==> config.mk <==
export PLATFORM = sky130hd
export DESIGN_NAME = ar_br_operand_dispatcher
export DESIGN_NICKNAME = d
export VERILOG_FILES = /design/src/rtl/ar_br_operand_dispatcher.sv
export SDC_FILE = /design/constraint.sdc
export NUM_CORES = 1
export LEC_CHECK = 0
export ABC_CLOCK_PERIOD_IN_PS = 5700
export BUFFER_PORTS_ARGS = -buffer_cell sky130_fd_sc_hd__buf_4
export CAP_MARGIN = 20
export CORE_MARGIN = 3
export CORE_UTILIZATION = 40
export CTS_BUF_LIST = sky130_fd_sc_hd__clkbuf_2
export DETAILED_ROUTE_END_ITERATION = 12
export GPL_TIMING_DRIVEN = 0
export SYNTH_ARGS = -nofsm -noshare
export SYNTH_HDL_FRONTEND = slang
export SYNTH_SLANG_ARGS = --single-unit
==> constraint.sdc <==
create_clock -name clk -period 5.7 [get_ports clk]
set_input_delay 0.57 -clock clk [delete_from_list [all_inputs] [get_ports clk]]
set_output_delay 0.57 -clock clk [all_outputs]
set_load 0.01 [all_outputs]
==> src/rtl/ar_br_operand_dispatcher.sv <==
// ---------------------------------------------------------------------------
// ar_br_operand_dispatcher
//
// Purpose:
//   Upstream feeder for the AR/BR/CR controller-datapath. Signed 16-bit
//   operand pairs {AR,BR} are queued in a small FIFO. They are handed to the
//   controller one at a time on AR_data/BR_data with a registered start level.
//   A pair is retired only after the controller has raised busy and then
//   dropped it again. If busy never rises within TIMEOUT cycles of start, a
//   sticky err flag is set, the pair is dropped and dispatch carries on.
//
// Parameters:
//   DEPTH   - FIFO depth in operand pairs (power of two, >= 2)
//   TIMEOUT - cycles start may stay high without busy before erroring (>= 2)
//
// Ports:
//   clk        in   system clock, rising edge
//   reset      in   asynchronous active-high reset, clears all state
//   in_valid   in   operand pair offered
//   in_ready   out  FIFO can accept a pair (not full)
//   in_ar      in   signed AR operand
//   in_br      in   signed BR operand
//   busy       in   busy from the downstream controller
//   start      out  start request to the controller (registered level)
//   AR_data    out  AR operand to the controller
//   BR_data    out  BR operand to the controller
//   pending    out  pairs queued in the FIFO, excluding the one in flight
//   err        out  sticky timeout flag
//   job_count  out  retired-pair counter (only with DISPATCH_COUNT_EN)
//
// Optional build macro:
//   DISPATCH_COUNT_EN - adds the 16-bit job_count output. It counts pairs that
//                       retired normally and wraps. Timed-out pairs are not
//                       counted.
// ---------------------------------------------------------------------------
module ar_br_operand_dispatcher #(
    parameter int DEPTH   = 4,
    parameter int TIMEOUT = 16
) (
    input  logic                      clk,
    input  logic                      reset,
    input  logic                      in_valid,
    output logic                      in_ready,
    input  logic signed [15:0]        in_ar,
    input  logic signed [15:0]        in_br,
    input  logic                      busy,
    output logic                      start,
    output logic signed [15:0]        AR_data,
    output logic signed [15:0]        BR_data,
    output logic [$clog2(DEPTH):0]    pending,
    output logic                      err
`ifdef DISPATCH_COUNT_EN
    ,
    output logic [15:0]               job_count
`endif
);

    localparam int AW = $clog2(DEPTH);
    localparam int TW = $clog2(TIMEOUT);
    localparam logic [TW-1:0] TMO_LAST = TW'(TIMEOUT - 1);

    typedef enum logic [1:0] {
        S_IDLE,
        S_ISSUE,
        S_WAIT_DONE,
        S_DRAIN
    } state_t;

    // FIFO storage and pointers. The pointers carry one extra wrap bit, so
    // full and empty can be told apart when the index bits are equal.
    logic [31:0]       mem [DEPTH];
    logic [AW:0]       wr_ptr_q;
    logic [AW:0]       rd_ptr_q;
    logic [31:0]       head;
    logic              full;
    logic              empty;
    logic              push;
    logic              pop;

    state_t            state_q;
    state_t            state_d;
    logic              start_q;
    logic              start_d;
    logic [TW-1:0]     tmo_q;
    logic [TW-1:0]     tmo_d;
    logic              err_q;
    logic              err_d;
    logic [15:0]       ar_q;
    logic [15:0]       br_q;

    assign empty = (wr_ptr_q == rd_ptr_q);
    assign full  = (wr_ptr_q[AW] != rd_ptr_q[AW]) &&
                   (wr_ptr_q[AW-1:0] == rd_ptr_q[AW-1:0]);
    // A push is accepted only when the FIFO is not full at this edge. A pop
    // in the same cycle does not free a slot early.
    assign push  = in_valid && !full;
    assign head  = mem[rd_ptr_q[AW-1:0]];

    // Storage needs no reset. Only the pointers define valid contents.
    always_ff @(posedge clk) begin
        if (push) begin
            mem[wr_ptr_q[AW-1:0]] <= {in_ar, in_br};
        end
    end

    // Next-state logic for the dispatch FSM.
    always_comb begin
        state_d = state_q;
        tmo_d   = tmo_q;
        err_d   = err_q;
        pop     = 1'b0;
        case (state_q)
            S_IDLE: begin
                // Wait out any busy left over from earlier work before
                // launching the next pair.
                if (!empty && !busy) begin
                    pop     = 1'b1;
                    tmo_d   = '0;
                    state_d = S_ISSUE;
                end
            end
            S_ISSUE: begin
                if (busy) begin
                    state_d = S_WAIT_DONE;
                end else if (tmo_q == TMO_LAST) begin
                    // This is the TIMEOUT-th cycle of start with no response.
                    err_d   = 1'b1;
                    state_d = S_DRAIN;
                end else begin
                    tmo_d = tmo_q + TW'(1);
                end
            end
            S_WAIT_DONE: begin
                if (!busy) begin
                    state_d = S_IDLE;
                end
            end
            S_DRAIN: begin
                state_d = S_IDLE;
            end
            default: begin
                state_d = S_IDLE;
            end
        endcase
        start_d = (state_d == S_ISSUE);
    end

    always_ff @(posedge clk or posedge reset) begin
        if (reset) begin
            state_q  <= S_IDLE;
            start_q  <= 1'b0;
            tmo_q    <= '0;
            err_q    <= 1'b0;
            wr_ptr_q <= '0;
            rd_ptr_q <= '0;
            ar_q     <= '0;
            br_q     <= '0;
        end else begin
            state_q  <= state_d;
            start_q  <= start_d;
            tmo_q    <= tmo_d;
            err_q    <= err_d;
            wr_ptr_q <= wr_ptr_q + (AW+1)'(push);
            if (pop) begin
                // The operand registers load only here, so they stay stable
                // for the whole ISSUE/WAIT_DONE handshake.
                ar_q     <= head[31:16];
                br_q     <= head[15:0];
                rd_ptr_q <= rd_ptr_q + (AW+1)'(1);
            end
        end
    end

`ifdef DISPATCH_COUNT_EN
    logic        retire;
    logic [15:0] job_q;

    assign retire = (state_q == S_WAIT_DONE) && !busy;

    always_ff @(posedge clk or posedge reset) begin
        if (reset) begin
            job_q <= '0;
        end else if (retire) begin
            job_q <= job_q + 16'd1;
        end
    end

    assign job_count = job_q;
`endif

    assign in_ready = !full;
    assign start    = start_q;
    assign AR_data  = ar_q;
    assign BR_data  = br_q;
    assign pending  = wr_ptr_q - rd_ptr_q;
    assign err      = err_q;

endmodule
# == Word-level counts from Yosys, hierarchy flattened ==
# Memories as Yosys holds them, arrays and structs flattened. A register that Yosys moved wholly into a read port is not among the register bits.
# Index checks and enable logic that the tools add are counted.
# totals
ff_bits,14
mem_bits_rw,128
output_inout_bits,38
mem_count,1
# op_classes
add_sub_neg,4
n_eq_ne,11
mux,13
bitwise,1
n_reduce_logical,10
# memory_table
name,words,word_bits,rd,rd_clocked_by_memory_dff,wr,line_no,text
mem,4,32,1,1,1,71,logic [31:0] mem [DEPTH];
# op_table
cell,n
$mux W4,3
$mux W2,4
$pmux W2 S4,1
$pmux W4 S2,1
$ne A2 B2 Y1 const B,3
$add A4 B1 Y4 const B,1
$eq A2 B1 Y1 const B,2
$eq A2 B2 Y1 const B,2
$eq A4 B4 Y1 const B,1
$mux W1,4
$reduce_and A4 Y1,1
$add A3 B1 Y3,1
$add A3 B1 Y3 const B,1
$eq A3 B3 Y1,1
$logic_and A1 B1 Y1,3
$logic_not A1 Y1,3
$reduce_and A3 Y1,1
$sub A3 B3 Y3,1
$eq A2 B2 Y1,1
$logic_not A2 Y1,1
$reduce_bool A2 Y1,1
$ne A1 B1 Y1,1
$not A1 Y1,1

# == Longest topological paths before layout ==
# depth
ltp_word,6
mapped_depth,10
depth_no_buf,8

# == Worst setup path before layout ==
# OpenSTA, ideal clock, no wires.
# synth_timing
path_kind,register to register
from,register rd_ptr_q[1]
to,"memory mem[2][0], enable pin"
setup_ns,0.461
arrival_time_ns,3.866
t_required_ns,5.239
setup_slack_ns,1.373
stages_incl_launch_ff,8
synth_period_minus_slack_ns,4.327
path_cell_list,dfrtp_1 clkbuf_1 buf_1 inv_1 ha_1 nand2_1 o21ai_0 nor3_1
# synth_between
elab_chain_len,6
# synth_lines
item,line_no,text
from (decl),73,logic [AW:0] rd_ptr_q;
from (signal assigned),169,rd_ptr_q <= rd_ptr_q + (AW+1)'(1);
$eq A2 B2 Y1,93,(wr_ptr_q[AW-1:0] == rd_ptr_q[AW-1:0]);
$logic_and A1 B1 Y1,92,assign full = (wr_ptr_q[AW] != rd_ptr_q[AW]) &&
$logic_not A1 Y1,96,assign push = in_valid && !full;
$logic_and A1 B1 Y1,96,
$mux W1,101,if (push) begin
$mux W1 (not written as such),102,"mem[wr_ptr_q[AW-1:0]] <= {in_ar, in_br};"
to (decl),71,
# No other way between the ends.

# == Worst setup path after layout ==
# layout_timing
from,register rd_ptr_q[1]
to,"memory mem[1][31], enable pin"
# Same word-level chain as after synthesis.

==> key figures <==
Clocking
  – Worst skew pair latency: 720 ps
  – Total CTS buffers: 17
  – TritonCTS clock tree: yes
  – Reg clk slew, reported paths: between 200 and 250 ps
  – TritonCTS Sinks: 174
  – H-Tree Level Count: 4
  – Maximum root-to-sink buffer count: 2
  – Clk root buf: clkbuf_2
  – # Post-CTS Setup Buffers: 0

Critical path
  – Worst Setup Start Kind: flip-flop
  – R2r setup slk: 2130 ps
  – Reg2reg start: rd_ptr_q[1]$_DFFE_PP0P_
  – Worst EP required: slightly above 6000 ps
  – Max incr delay on CP: between 700 and 800 ps
  – Crit-path cells: clkbuf_1, buf_1, inv_1, ha_1, nand2_1, o21ai_0, nor3_2, buf_6, buf_8
  – RR Endpoint: mem[1][31]$_DFFE_PP_
  – CP max-delay cell: nor3_2
  – Crit path max fanout: 10
  – CP Data Arrival Time: 4010 ps
  – Crit Path Class: reg2reg
  – CP Capture Type: flip-flop
  – Reg2Reg Depth: 9

Timing
  – Final Max Slew Viols: 0
  – Final setup fails: 0
  – Hold Vio Cnt, Final: 0
  – Measured slew at the worst slew-check pin: roughly 890 ps
  – Worst slew margin: 40.40%
  – Clock skew: 42.31 ps
  – Hold Slack: between 400 and 500 ps
  – Post-route setup slack: 2126 ps
  – Fmax achieved: 279.8 MHz
  – Tcrit/Tclk final: 62.70%
  – Minimum clock period: 3574 ps
  – RSZ-0062 raised after global routing: false

Floorplanning
  – Die ar.: about 18,000 sq um
  – Die Y: 134.2 microns
  – Initial Util: 41.11%
  – Number of I/O pins: 74
  – DIE WIDTH: 134.2 microns
  – Core area: 16,000 sq um
  – Row cnt: 46

Cells and area
  – # diodes: 0
  – Area grow syn2layout: 24.01%
  – Final instance area: 8157 sq um
  – Post-layout nets: slightly below 500
  – Share of cells above drive strength 1: 41.74%

Logic synthesis
  – Netlist cell types: 33
  – Post-synthesis xor/xnor area fraction: 0.9321%
  – Fraction of registers with async set/reset: 26.44%
  – Area share of fa/ha/maj cells after synthesis: 1.446%
  – Simple logic cell fraction of the synthesized area: 1.236%
  – Synth warn: 0
  – Syn_nets: approximately 350
  – Syn Std Cell Area: 6578 sq um
  – Syn avg cell area: 21.36 sq um
  – Sequential element share of the synthesized area: 75.94%
  – Multiplexer share of the synthesized area: 16.91%
  – Register bit total from synthesis: 174
  – Post-synth EDFFs: 128
  – Synth Area in Compound Gates: approximately 1.9%
  – Syn Inst Count: about 310
  – Largest family of logic cells by synthesized area: multiplexers
  – Top_reg_cell synth: edfxtp_1

Power
  – Max VDD drop: 0.1823 mV
  – Pwr Density: 496.0 nW/um^2
  – Leakage: 2.995 nW

GRT
  – Pin count of the biggest net entering global routing: 30
  – Vias in the first global route: 3,547
  – Total grt overflow: 0
  – GR Util All Layers: between 10% and 20%
  – Antenna violations before repair: 0
  – First-pass GRT wire length: between 15,000 and 20,000 microns

Status
  – Status: completed

Route
  – Remaining DRCs: 0
  – Drt wl/cell: 18.03 microns
  – Pre-antenna DRT Iters: 4
  – Starting DRC count in detailed routing: 170
  – Routed vias/inst: 4.928
  – Final WL: between 10,000 and 15,000 microns
  – Final antenna-violating net count: 0
  – Via Count: 3,331

Placement
  – IO buf count: 73
  – RePlAce Congestion: 0.7124
  – Detailed placement HPWL: 8271 microns
  – Pre-CTS setup slack: around 2000 ps
  – DP Area: 7601 sq um

Min path
  – Hold Path Class: in2async

Job
  – Number of max-cap violations: 0
==> worst max-delay path, delay by kind of cell, from the launching register on <==
kind | cells | cell delay (ps)
buffers and inverters | 5 | 1350
adder cells (fa/ha/maj) | 1 | 350
AND/OR/NAND/NOR | 2 | 900
AO/OA/AOI/OAI | 1 | 280
flip-flops | 1 | 440
==> layout by cell type, fill, tap and decap left out, types with 2 or more instances in the layout <==
cell type      count
clkinv_2           5
clkinvlp_4         2
mux2i_1            2
nor3_2             4
xor2_1             4
clkinv_4           2
clkbuf_2          18
o31ai_1            2
dfrtp_1           46
ha_1               6
buf_4             73
nor4_1             2
buf_2              3
nand3_1            2
xnor2_1            3
buf_6             11
dlygate4sd3_1     34
mux2_1             2
inv_1              8
mux4_2            32
nor2_1             3
edfxtp_1         128
o21ai_0            2
clkbuf_1           6
clkinv_1           2
bufinv_16          2
mux2_2            31
o2bb2ai_1          2
nand2_1            4
buf_8              5
==> how the worst max path moves through the flow <==
stage / start / endpoint / slack (ps) / depth (start not counted)
2_1_floorplan: rd_ptr_q[1]$_DFFE_PP0P_ / mem[2][0]$_DFFE_PP_ / 1370 / 7
3_5_place_dp: rd_ptr_q[1]$_DFFE_PP0P_ / mem[1][20]$_DFFE_PP_ / 2030 / 9
6_report: rd_ptr_q[1]$_DFFE_PP0P_ / mem[1][31]$_DFFE_PP_ / 2130 / 9
3_3_place_gp: rd_ptr_q[1]$_DFFE_PP0P_ / mem[1][19]$_DFFE_PP_ / -1150 / 7
4_1_cts: rd_ptr_q[1]$_DFFE_PP0P_ / mem[1][31]$_DFFE_PP_ / 1960 / 9
5_1_grt: rd_ptr_q[1]$_DFFE_PP0P_ / mem[1][31]$_DFFE_PP_ / 1780 / 9
==> registers in the layout, indices dropped and copies added, names as in the netlist <==
name and count:
mem 128, start 1, state_q 2, tmo_q 4, rd_ptr_q 3, err 1, wr_ptr_q 3, BR_data 16
AR_data 16
==> through the flow <==
step | util, % | TNS [ps] | cells | total power (W)
2_1_floorplan | - | 0 | 308 | 0.002873
3_3_place_gp | 46.22 | -138590 | 597 | 0.003417
3_5_place_dp | 47.51 | 0 | 611 | 0.003517
4_1_cts | 50.98 | 0 | 676 | 0.004121
5_1_grt | 50.98 | 0 | 676 | 0.004306
6_report | 50.98 | 0 | 676 | 0.004045
==> per-layer routing <==
layer  vias up  wire, microns  global-route usage, %
li1       1510              -                      -
met1      1729           5217                  18.78
met2        84           6347                  24.13
met3         8            525                  5.064
met4         0             98                  3.620
met5         -              0                      0
==> synthesized netlist by cell type, drive strengths merged, types with 2 or more instances <==
master,instances,share of area [%]
a311oi,2,0.53
buf,7,0.80
clkbuf,6,0.34
dfrtp,46,18
edfxtp,128,58
ha,6,1.1
inv,9,0.51
mux2,33,5.6
mux2i,2,0.30
mux4,32,11
nand2,4,0.23
nand3,2,0.15
nor2,3,0.17
nor3,4,0.30
nor4,2,0.19
o21ai,2,0.15
o2bb2ai,2,0.27
o31ai,2,0.23
xnor2,3,0.40
xor2,4,0.53
==> cells by family (layout without fill, tap and decap cells) <==
family / after synthesis / in the layout
DFF: 174 / 174
muxes: 67 / 67
buffers and inverters: 22 / 174
and+or+nand+nor: 17 / 17
AOI/OAI and AO/OA: 14 / 14
adders and majority gates: 7 / 7
xor gates and xnor gates: 7 / 7
==> where the power goes <==
group | switching [W] | total, W | internal (W)
Sequential | 0.000159 | 0.00191 | 0.00175
Combinational | 0.000728 | 0.00155 | 0.000817
Clock | 0.000395 | 0.000589 | 0.000194
Total | 0.00128 | 0.00405 | 0.00276
==> repair_timing <==
item,4_1_cts,5_1_grt
resized for setup,0,0
hold buffers,34,0
endpoints found under the hold margin,146,0
==> final cells by class <==
class	instances	area (sq um)
buffer	13	75.07
inverter	9	33.78
sequential	174	4995
clock inverter	13	125.1
timing repair buffer	121	1074
multi-input combinational	112	1494
clock buffer	18	90.09
tap	216	270.3
fill	1398	7844
No activity file was read; power rests on OpenSTA's default activity.
